### src/rtl/branch_resolve_ctrl.sv
// Branch resolution sequencer around the static predictor: carries decode predictions
// into execute, detects mispredicts, issues redirect/flush and keeps saturating counters.
module branch_resolve_ctrl #(
    parameter int DATA_WIDTH   = 32,
    parameter int FLUSH_CYCLES = 2,
    parameter int CNT_WIDTH    = 16
) (
    input  logic                  clk,
    input  logic                  rst_n,
    input  logic                  Branch_d,
    input  logic                  predict_taken_d,
    input  logic                  stall_e,
    input  logic                  Branch_e,
    input  logic                  EQ,
    input  logic [DATA_WIDTH-1:0] correct_PC,
    output logic                  pred_redirect,
    output logic                  redirect_valid,
    output logic [DATA_WIDTH-1:0] redirect_pc,
    output logic                  flush_fd,
    output logic [CNT_WIDTH-1:0]  branch_cnt,
    output logic [CNT_WIDTH-1:0]  mispred_cnt
);

    localparam logic [0:0] RUN   = 1'b0;
    localparam logic [0:0] FLUSH = 1'b1;

    localparam logic [3:0]           FLUSH_INIT = 4'(FLUSH_CYCLES - 1);
    localparam logic [CNT_WIDTH-1:0] CNT_MAX    = '1;

    logic [0:0] state;
    logic [3:0] flush_cnt;
    logic       pred_e;
    logic       br_e_valid;
    logic       in_run;
    logic       resolve;
    logic       mispredict;

    assign in_run = (state == RUN);

    // An E-stage mispredict outranks a D-stage predicted-taken redirect in the same cycle.
    always_comb begin
        resolve       = in_run & ~stall_e & Branch_e & br_e_valid;
        mispredict    = resolve & (pred_e != EQ);
        pred_redirect = Branch_d & predict_taken_d & in_run & ~mispredict;
    end

    // The prediction travels alongside the branch through the D->E register; a flush squashes it.
    always_ff @(posedge clk) begin
        if (!rst_n) begin
            pred_e     <= 1'b0;
            br_e_valid <= 1'b0;
        end else if (!in_run) begin
            pred_e     <= 1'b0;
            br_e_valid <= 1'b0;
        end else if (!stall_e) begin
            pred_e     <= Branch_d & predict_taken_d;
            br_e_valid <= Branch_d;
        end
    end

    always_ff @(posedge clk) begin
        if (!rst_n) begin
            state          <= RUN;
            flush_cnt      <= 4'd0;
            redirect_valid <= 1'b0;
            redirect_pc    <= '0;
            flush_fd       <= 1'b0;
        end else begin
            case (state)
                RUN: begin
                    redirect_valid <= 1'b0;
                    if (mispredict) begin
                        redirect_valid <= 1'b1;
                        redirect_pc    <= correct_PC;
                        flush_fd       <= 1'b1;
                        flush_cnt      <= FLUSH_INIT;
                        state          <= FLUSH;
                    end
                end
                FLUSH: begin
                    // stall_e does not stretch the flush window.
                    redirect_valid <= 1'b0;
                    if (flush_cnt == 4'd0) begin
                        flush_fd <= 1'b0;
                        state    <= RUN;
                    end else begin
                        flush_cnt <= flush_cnt - 4'd1;
                    end
                end
                default: begin
                    state          <= RUN;
                    redirect_valid <= 1'b0;
                    flush_fd       <= 1'b0;
                end
            endcase
        end
    end

    always_ff @(posedge clk) begin
        if (!rst_n) begin
            branch_cnt  <= '0;
            mispred_cnt <= '0;
        end else begin
            if (resolve && branch_cnt != CNT_MAX)
                branch_cnt <= branch_cnt + 1'b1;
            if (mispredict && mispred_cnt != CNT_MAX)
                mispred_cnt <= mispred_cnt + 1'b1;
        end
    end

endmodule

### config.mk
export PLATFORM = sky130hd
export DESIGN_NAME = branch_resolve_ctrl
export DESIGN_NICKNAME = d
export VERILOG_FILES = /design/src/rtl/branch_resolve_ctrl.sv
export SDC_FILE = /design/constraint.sdc
export NUM_CORES = 1
export LEC_CHECK = 0
export ABC_AREA = 1
export CAP_MARGIN = 5
export CORE_ASPECT_RATIO = 0.7
export CORE_MARGIN = 3
export CORE_UTILIZATION = 50
export DETAILED_ROUTE_END_ITERATION = 10
export PLACE_DENSITY_LB_ADDON = 0.08
export SYNTH_ARGS = -nofsm -noshare
export SYNTH_HDL_FRONTEND = slang
export SYNTH_SLANG_ARGS = --single-unit
### constraint.sdc
create_clock -name clk -period 4.3 [get_ports clk]
set_input_delay 0.86 -clock clk [delete_from_list [all_inputs] [get_ports clk]]
set_output_delay 0.86 -clock clk [all_outputs]
set_load 0.03 [all_outputs]
==> summary.md, run 1 <==
| Metric | Value |
|---|---|
| Status | `finished clean` |
| Reg-to-reg slack, setup | `2.47 ns` |
| First-pass DRT Iterations | `4` |
| Worst reg2reg endpoint | `mispred_cnt[5]` |
| Synth Area per Inst | `6.86 um^2` |
| Uppermost layer routed | `met4` |
| Share of layout cells above drive strength 1 | `6.92%` |
| Core ar. | `6430 um^2` |
| Mapped Nets | `543` |
| # nets final | `645` |
| Unrepaired setup endpoints after global routing | `false` |
| Via/cell ratio | `5.04` |
| Synth Register Bits | `73` |
| Hold_buf cts | `0` |
| Ys Warns | `0` |
| Comb power frac | `7.2%` |
| Most frequent cells in the layout | `nor2_1, clkdlybuf4s50_1, nand2_1, dfxtp_1, nand3_1` |
| Hold Path Class | `reg2reg` |
| Setup crit end kind | `primary output` |
| Worst-Skew Late Latency | `0.35 ns` |
| Die width | `105 um` |
| Register area share after synthesis | `42.6%` |
| Clock power frac | `45.4%` |
| Cell variety after synth | `28` |
| Starting density of the core | `53.4%` |
| Clock Tree Buf Depth | `2` |
| Number of gates resized after CTS | `0` |
| Cell Area, Synth | `3430 um^2` |
| Critical path type | `in2out` |
| Routability congestion estimate | `0.885` |
| Cells after Synth | `500` |
| Final setup TNS | `0 ns` |
| PnR worst setup slack | `0.854 ns` |
| Tcrit/Tclk final | `80.1%` |
| Max_cap viols | `0` |
| Vias in the first global route | `3239` |
| H-tree depth | `3` |
| Synth-to-Final Area Change | `38.5%` |
| Final Slew Violations | `0` |
| PwrDens | `306 nW/um^2` |
| TritonCTS buffer count | `9` |
| Switching share of power | `a little over a fifth` |
| Std-Cell Rows | `24` |
| Worst-Margin Slew | `0.525 ns` |
| DIE AREA | `7900 um^2` |
| WL met3 | `517 um` |
| Hold_sp | `flush_cnt[2]` |
| CP Launch Type | `primary input` |
| Die height | `roughly 75 um` |
| Buffers on Ports | `105` |
| Routed wire per std cell | `12.8 um` |
| CP max FO | `12` |
| DRT met1 WL | `between 4000 and 5000 um` |
| CTS tree | `built` |
| Worst IR Drop VDD | `194 uV` |
| Routed wl met2 | `4330 um` |
| Fin crit period | `between 3 and 4 ns` |
| Flop pwr share | `a little under half` |
| Dpl ws | `between 0.8 and 0.9 ns` |
| Largest net degree at the start of global routing | `a little under 60` |
| Leakage | `between 1.5 and 2 nW` |
| Vias | `roughly 3500` |
| GRT Residual Overflow | `0` |
| WHS Endpoint | `flush_cnt[2]` |
| Setup Fix Bufs, Post-CTS | `0` |
| Hold Path Depth | `1` |
| Initial drt markers | `161` |
| Antenna-violating nets left | `0` |
| R2r startpoint | `state` |
| Initial antenna violation count | `0` |
| Final HPWL DP | `6410 um` |
| Commonest non-fill, non-tap cell in the layout | `nor2_1` |
| FF-to-FF path depth | `8` |
| Root buffer cell | `clkbuf_8` |
| Clk_skew | `0.00324 ns` |
| Top Ports | `106` |
| Diode count | `0` |
| Post-Route WL | `8970 um` |
| First-pass GRT wire length | `15000 um` |
| Slew headroom | `65.0%` |
| Int Pwr | `1.14 mW` |
| CTS clock-pin slew for the worst setup and hold paths | `0.07 ns` |
| Sw Pwr | `about 0.31 mW` |
| Required time of the worst setup path | `about 3.4 ns` |
| Hold Vio Cnt, Final | `0` |
| Final setup vio count | `0` |
| Worst Path Arrival | `~2.6 ns` |
| CTS Sinks | `73` |
| FMAX | `about 0.29 GHz` |
| Gr usage total | `a little under a quarter` |
| Residual DRC | `0` |
through the flow:
step	total power [mW]	cells	util [%]	area [um^2]	hold slack, ns
2_1_floorplan	0.754	500	-	3430	0.404
3_3_place_gp	0.805	682	70.1	4510	0.413
3_5_place_dp	0.808	682	70.1	4510	0.419
4_1_cts	1.46	698	73.9	4750	0.433
5_1_grt	1.50	698	73.9	4750	0.457
6_report	1.45	698	73.9	4750	0.439
registers in the layout, indices dropped and copies added (netlist names):
signal / count
flush_fd: 1
pred_e: 1
redirect_pc: 32
redirect_valid: 1
state: 1
branch_cnt: 16
mispred_cnt: 16
flush_cnt: 4
br_e_valid: 1
power groups by stage:
stage	clock (mW)	sequential, mW	combinational, mW
finish	0.659	0.687	0.105
CTS	0.670	0.687	0.106
global route	0.701	0.688	0.115
floorplan	0	0.715	0.0394
global placement	0	0.703	0.102
detailed placement	0	0.703	0.105
critical path, stage by stage:
cell,delay (ns)
clkdlybuf4s50_1,0.43
inv_1,0.11
nand2_1,0.10
nor2_4,0.30
nand2_4,0.07
inv_2,0.06
nor3_1,0.04
clkdlybuf4s50_1,0.62
area by class of cell:
type	instances	area (um^2)
Inverter	33	124
Timing Repair Buffer	108	1070
Clock inverter	5	103
Tap cell	91	114
Clock buffer	11	141
Multi-Input combinational cell	377	1740
Sequential cell	73	1460
Fill cell	553	1680
Yosys cell counts (all sizes together):
master    n  area [um^2]
a21oi    34          170
nand4     3         18.8
nand2    98          403
o211ai    1         7.51
and2      1         7.51
nor2    151          629
xnor2     1         8.76
ha        4         50.1
nor3      1         5.00
clkbuf    7         26.3
xor2      2         17.5
nand3    38          190
o21ai    41          216
inv      33          124
dfxtp    73         1460
nand3b    1         7.51
o22ai     1         6.26
buf      10         80.1
worst max path at each step:
stage                    end    start  slack (ns)
2_1_floorplan  pred_redirect       EQ        1.40
3_3_place_gp   pred_redirect  stall_e        0.90
3_5_place_dp   pred_redirect  stall_e        0.87
4_1_cts        pred_redirect  stall_e        0.86
5_1_grt        pred_redirect  stall_e        0.78
6_report       pred_redirect  stall_e        0.85
routing by layer:
metal	track usage, %	vias to the layer above
met1	28.3	1599
met5	0	-
met2	41.4	107
li1	-	1797
met3	7.54	13
met4	6.40	0
logic make-up after synthesis:
| family | after synthesis | share of synthesized area (%) |
|---|---|---|
| flops | 73 | 42.6 |
| simple gates | 293 | 36.8 |
| buf+inv | 50 | 6.71 |
| xor+xnor | 3 | 0.766 |
| fa+ha+maj | 4 | 1.46 |
| compound gates | 77 | 11.7 |
Note: power is estimated with default switching activity, not from simulation.
==> run 2: changes to the inputs <==
--- a/config.mk
+++ b/config.mk
@@ -9,7 +9,7 @@
 export CAP_MARGIN = 5
 export CORE_ASPECT_RATIO = 0.7
 export CORE_MARGIN = 3
-export CORE_UTILIZATION = 50
+export CORE_UTILIZATION = 42
 export DETAILED_ROUTE_END_ITERATION = 10
 export PLACE_DENSITY_LB_ADDON = 0.08
 export SYNTH_ARGS = -nofsm -noshare
==> constraint.sdc (replaced) <==
create_clock -name clk -period 3.16 [get_ports clk]
set_input_delay 0.632 -clock clk [delete_from_list [all_inputs] [get_ports clk]]
set_output_delay 0.632 -clock clk [all_outputs]
set_load 0.03 [all_outputs]
==> run 2 against run 1 <==
First-iteration DRC count is 60% higher. Sequential power is 36% higher. Non-clock buffer count increased by 2. Wire length shrank 0.69%. Final area rose by 2.1%. Final cell count rose by 1.3%. Core utilization decreased by 10 points. Clock-buffer cell count down 2. Clock skew increased by 0.0023 ns. Critical endpoint unchanged.
==> summary.md, run 2 (synthesis gave the netlist of run 1 again) <==
| Metric | Value |
|---|---|
| Status | `finished clean` |
| Die height | `around 82 um` |
| Clock Tree Buf Depth | `2` |
| Setup crit end kind | `primary output` |
| DIE AREA | `between 9000 and 10000 um^2` |
| Starting density of the core | `45.1%` |
| CTS clock-pin slew for the worst setup and hold paths | `~0.060 ns` |
| Setup Fix Bufs, Post-CTS | `0` |
| Share of layout cells above drive strength 1 | `about 7.4%` |
| Switching share of power | `21.9%` |
| Gr usage total | `about a fifth` |
| Antenna-violating nets left | `0` |
| Top Ports | `106` |
| Worst Setup SP | `stall_e` |
| Via/cell ratio | `4.94` |
| PwrDens | `448 nW/um^2` |
| Number of fill cells in the layout | `702` |
| First-pass DRT Iterations | `5` |
| Critical path type | `in2out` |
| R2r startpoint | `mispred_cnt[0]` |
| Hold_sp | `flush_cnt[2]` |
| Most frequent cells in the layout | `nor2_1, clkdlybuf4s50_1, nand2_1, dfxtp_1, nand3_1` |
| GRT Residual Overflow | `0` |
| Worst reg2reg endpoint | `mispred_cnt[15]` |
| Slew headroom | `66.1%` |
| Max_cap viols | `0` |
| TritonCTS buffer count | `9` |
| Reg-to-reg slack, setup | `1.46 ns` |
| Core ar. | `7610 um^2` |
| CTS tree | `built` |
| Routability congestion estimate | `0.819` |
| Worst-Skew Late Latency | `0.33 ns` |
| Fin crit period | `2.92 ns` |
| Routed wire per std cell | `between 10 and 15 um` |
| Int Pwr | `1.70 mW` |
| Final HPWL DP | `roughly 6300 um` |
| Final setup vio count | `0` |
| Hold Path Depth | `1` |
| Die width | `~110 um` |
| Final Slew Violations | `0` |
| CP Launch Type | `primary input` |
| Required time of the worst setup path | `2.53 ns` |
| H-tree depth | `3` |
| Hold Vio Cnt, Final | `0` |
| Largest net degree at the start of global routing | `42` |
| Largest register FFs | `32` |
| Buffers on Ports | `105` |
| Diode count | `0` |
| Clock power frac | `between 50% and 60%` |
| Initial drt markers | `257` |
| Worst-Margin Slew | `~0.51 ns` |
| Vias in the first global route | `3118` |
| Std-Cell Rows | `26` |
| Hold Path Class | `reg2reg` |
| FF-to-FF path depth | `8` |
| First-pass GRT wire length | `14700 um` |
| # nets final | `647` |
| Leakage | `1.84 nW` |
| Initial antenna violation count | `0` |
| PnR worst setup slack | `0.237 ns` |
| CTS Sinks | `73` |
| Flop pwr share | `between 40% and 50%` |
| Tcrit/Tclk final | `92.5%` |
| FMAX | `0.342 GHz` |
| Worst IR Drop VDD | `382 uV` |
| Vias | `between 3000 and 4000` |
| Synth-to-Final Area Change | `41.4%` |
| Post-Route WL | `8910 um` |
| WHS Endpoint | `flush_cnt[2]` |
| Hold_buf cts | `0` |
| Residual DRC | `0` |
| Dpl ws | `0.223 ns` |
| Reg with most FFs | `redirect_pc` |
| Unrepaired setup endpoints after global routing | `false` |
| Largest regs | `redirect_pc (32), branch_cnt (16), mispred_cnt (16)` |
| Commonest non-fill, non-tap cell in the layout | `nor2_1` |
| Worst Path Arrival | `2.29 ns` |
| Comb power frac | `6.7%` |
| Final setup TNS | `0 ns` |
| CP max FO | `4` |
| Root buffer cell | `clkbuf_16` |
| Clk_skew | `0.00550 ns` |
| Sw Pwr | `between 0.4 and 0.5 mW` |
| Number of gates resized after CTS | `0` |
run 2: cell types whose count changed in the layout (fill, tap and decap cells not counted), sizes merged:
cell | previous run | this run
buf | 4 | 6
bufinv | 3 | 2
clkbuf | 11 | 9
clkinv | 1 | 4
run 2: how the worst max path moves through the flow:
stage / end / depth (start not counted) / slack, ns
3_5_place_dp: pred_redirect / 8 / 0.22
2_1_floorplan: pred_redirect / 7 / 0.72
4_1_cts: pred_redirect / 8 / 0.21
3_3_place_gp: pred_redirect / 8 / 0.22
5_1_grt: pred_redirect / 8 / 0.16
6_report: pred_redirect / 8 / 0.24
run 2: cell type report:
type | instances | area (um^2) | area share [%]
Clock inverter | 7 | 95.1 | 1.96
Sequential cell | 73 | 1460 | 30.1
Multi-Input combinational cell | 377 | 1740 | 35.8
Tap cell | 98 | 123 | 2.53
Timing Repair Buffer | 110 | 1080 | 22.3
Clock buffer | 9 | 225 | 4.64
Inverter | 33 | 124 | 2.55
run 2: power groups by stage:
stage	clock network, mW	registers (mW)	logic [mW]
2_1_floorplan	0	0.972	0.0536
3_3_place_gp	0	0.956	0.143
3_5_place_dp	0	0.957	0.145
4_1_cts	1.11	0.937	0.146
5_1_grt	1.16	0.938	0.158
6_report	1.09	0.937	0.144
run 2: critical path, cell delays in order:
cell,delay (ns)
clkdlybuf4s50_1,0.48
inv_1,0.08
nand2_1,0.10
nor2_4,0.05
nand2_4,0.05
inv_2,0.03
nor3_1,0.15
clkdlybuf4s50_1,0.71
run 2: through the flow:
stage               hold WS (ns)  cells  area (um^2)  power (mW)  util [%]
floorplan                  0.404    500         3430        1.03         -
global placement           0.413    691         4530        1.10      59.5
detailed placement         0.431    691         4530        1.10      59.5
CTS                        0.439    707         4850        2.20      63.7
global route               0.450    707         4850        2.25      63.7
finish                     0.445    707         4850        2.17      63.7
run 2: layer usage:
layer / vias to the layer above / GRT usage [%] / wire, um
met2: 113 / 31.5 / 3960
met1: 1567 / 25.8 / 4180
met4: 0 / 5.34 / 105
li1: 1802 / - / -
met5: - / 0 / 0
met3: 12 / 7.29 / 662
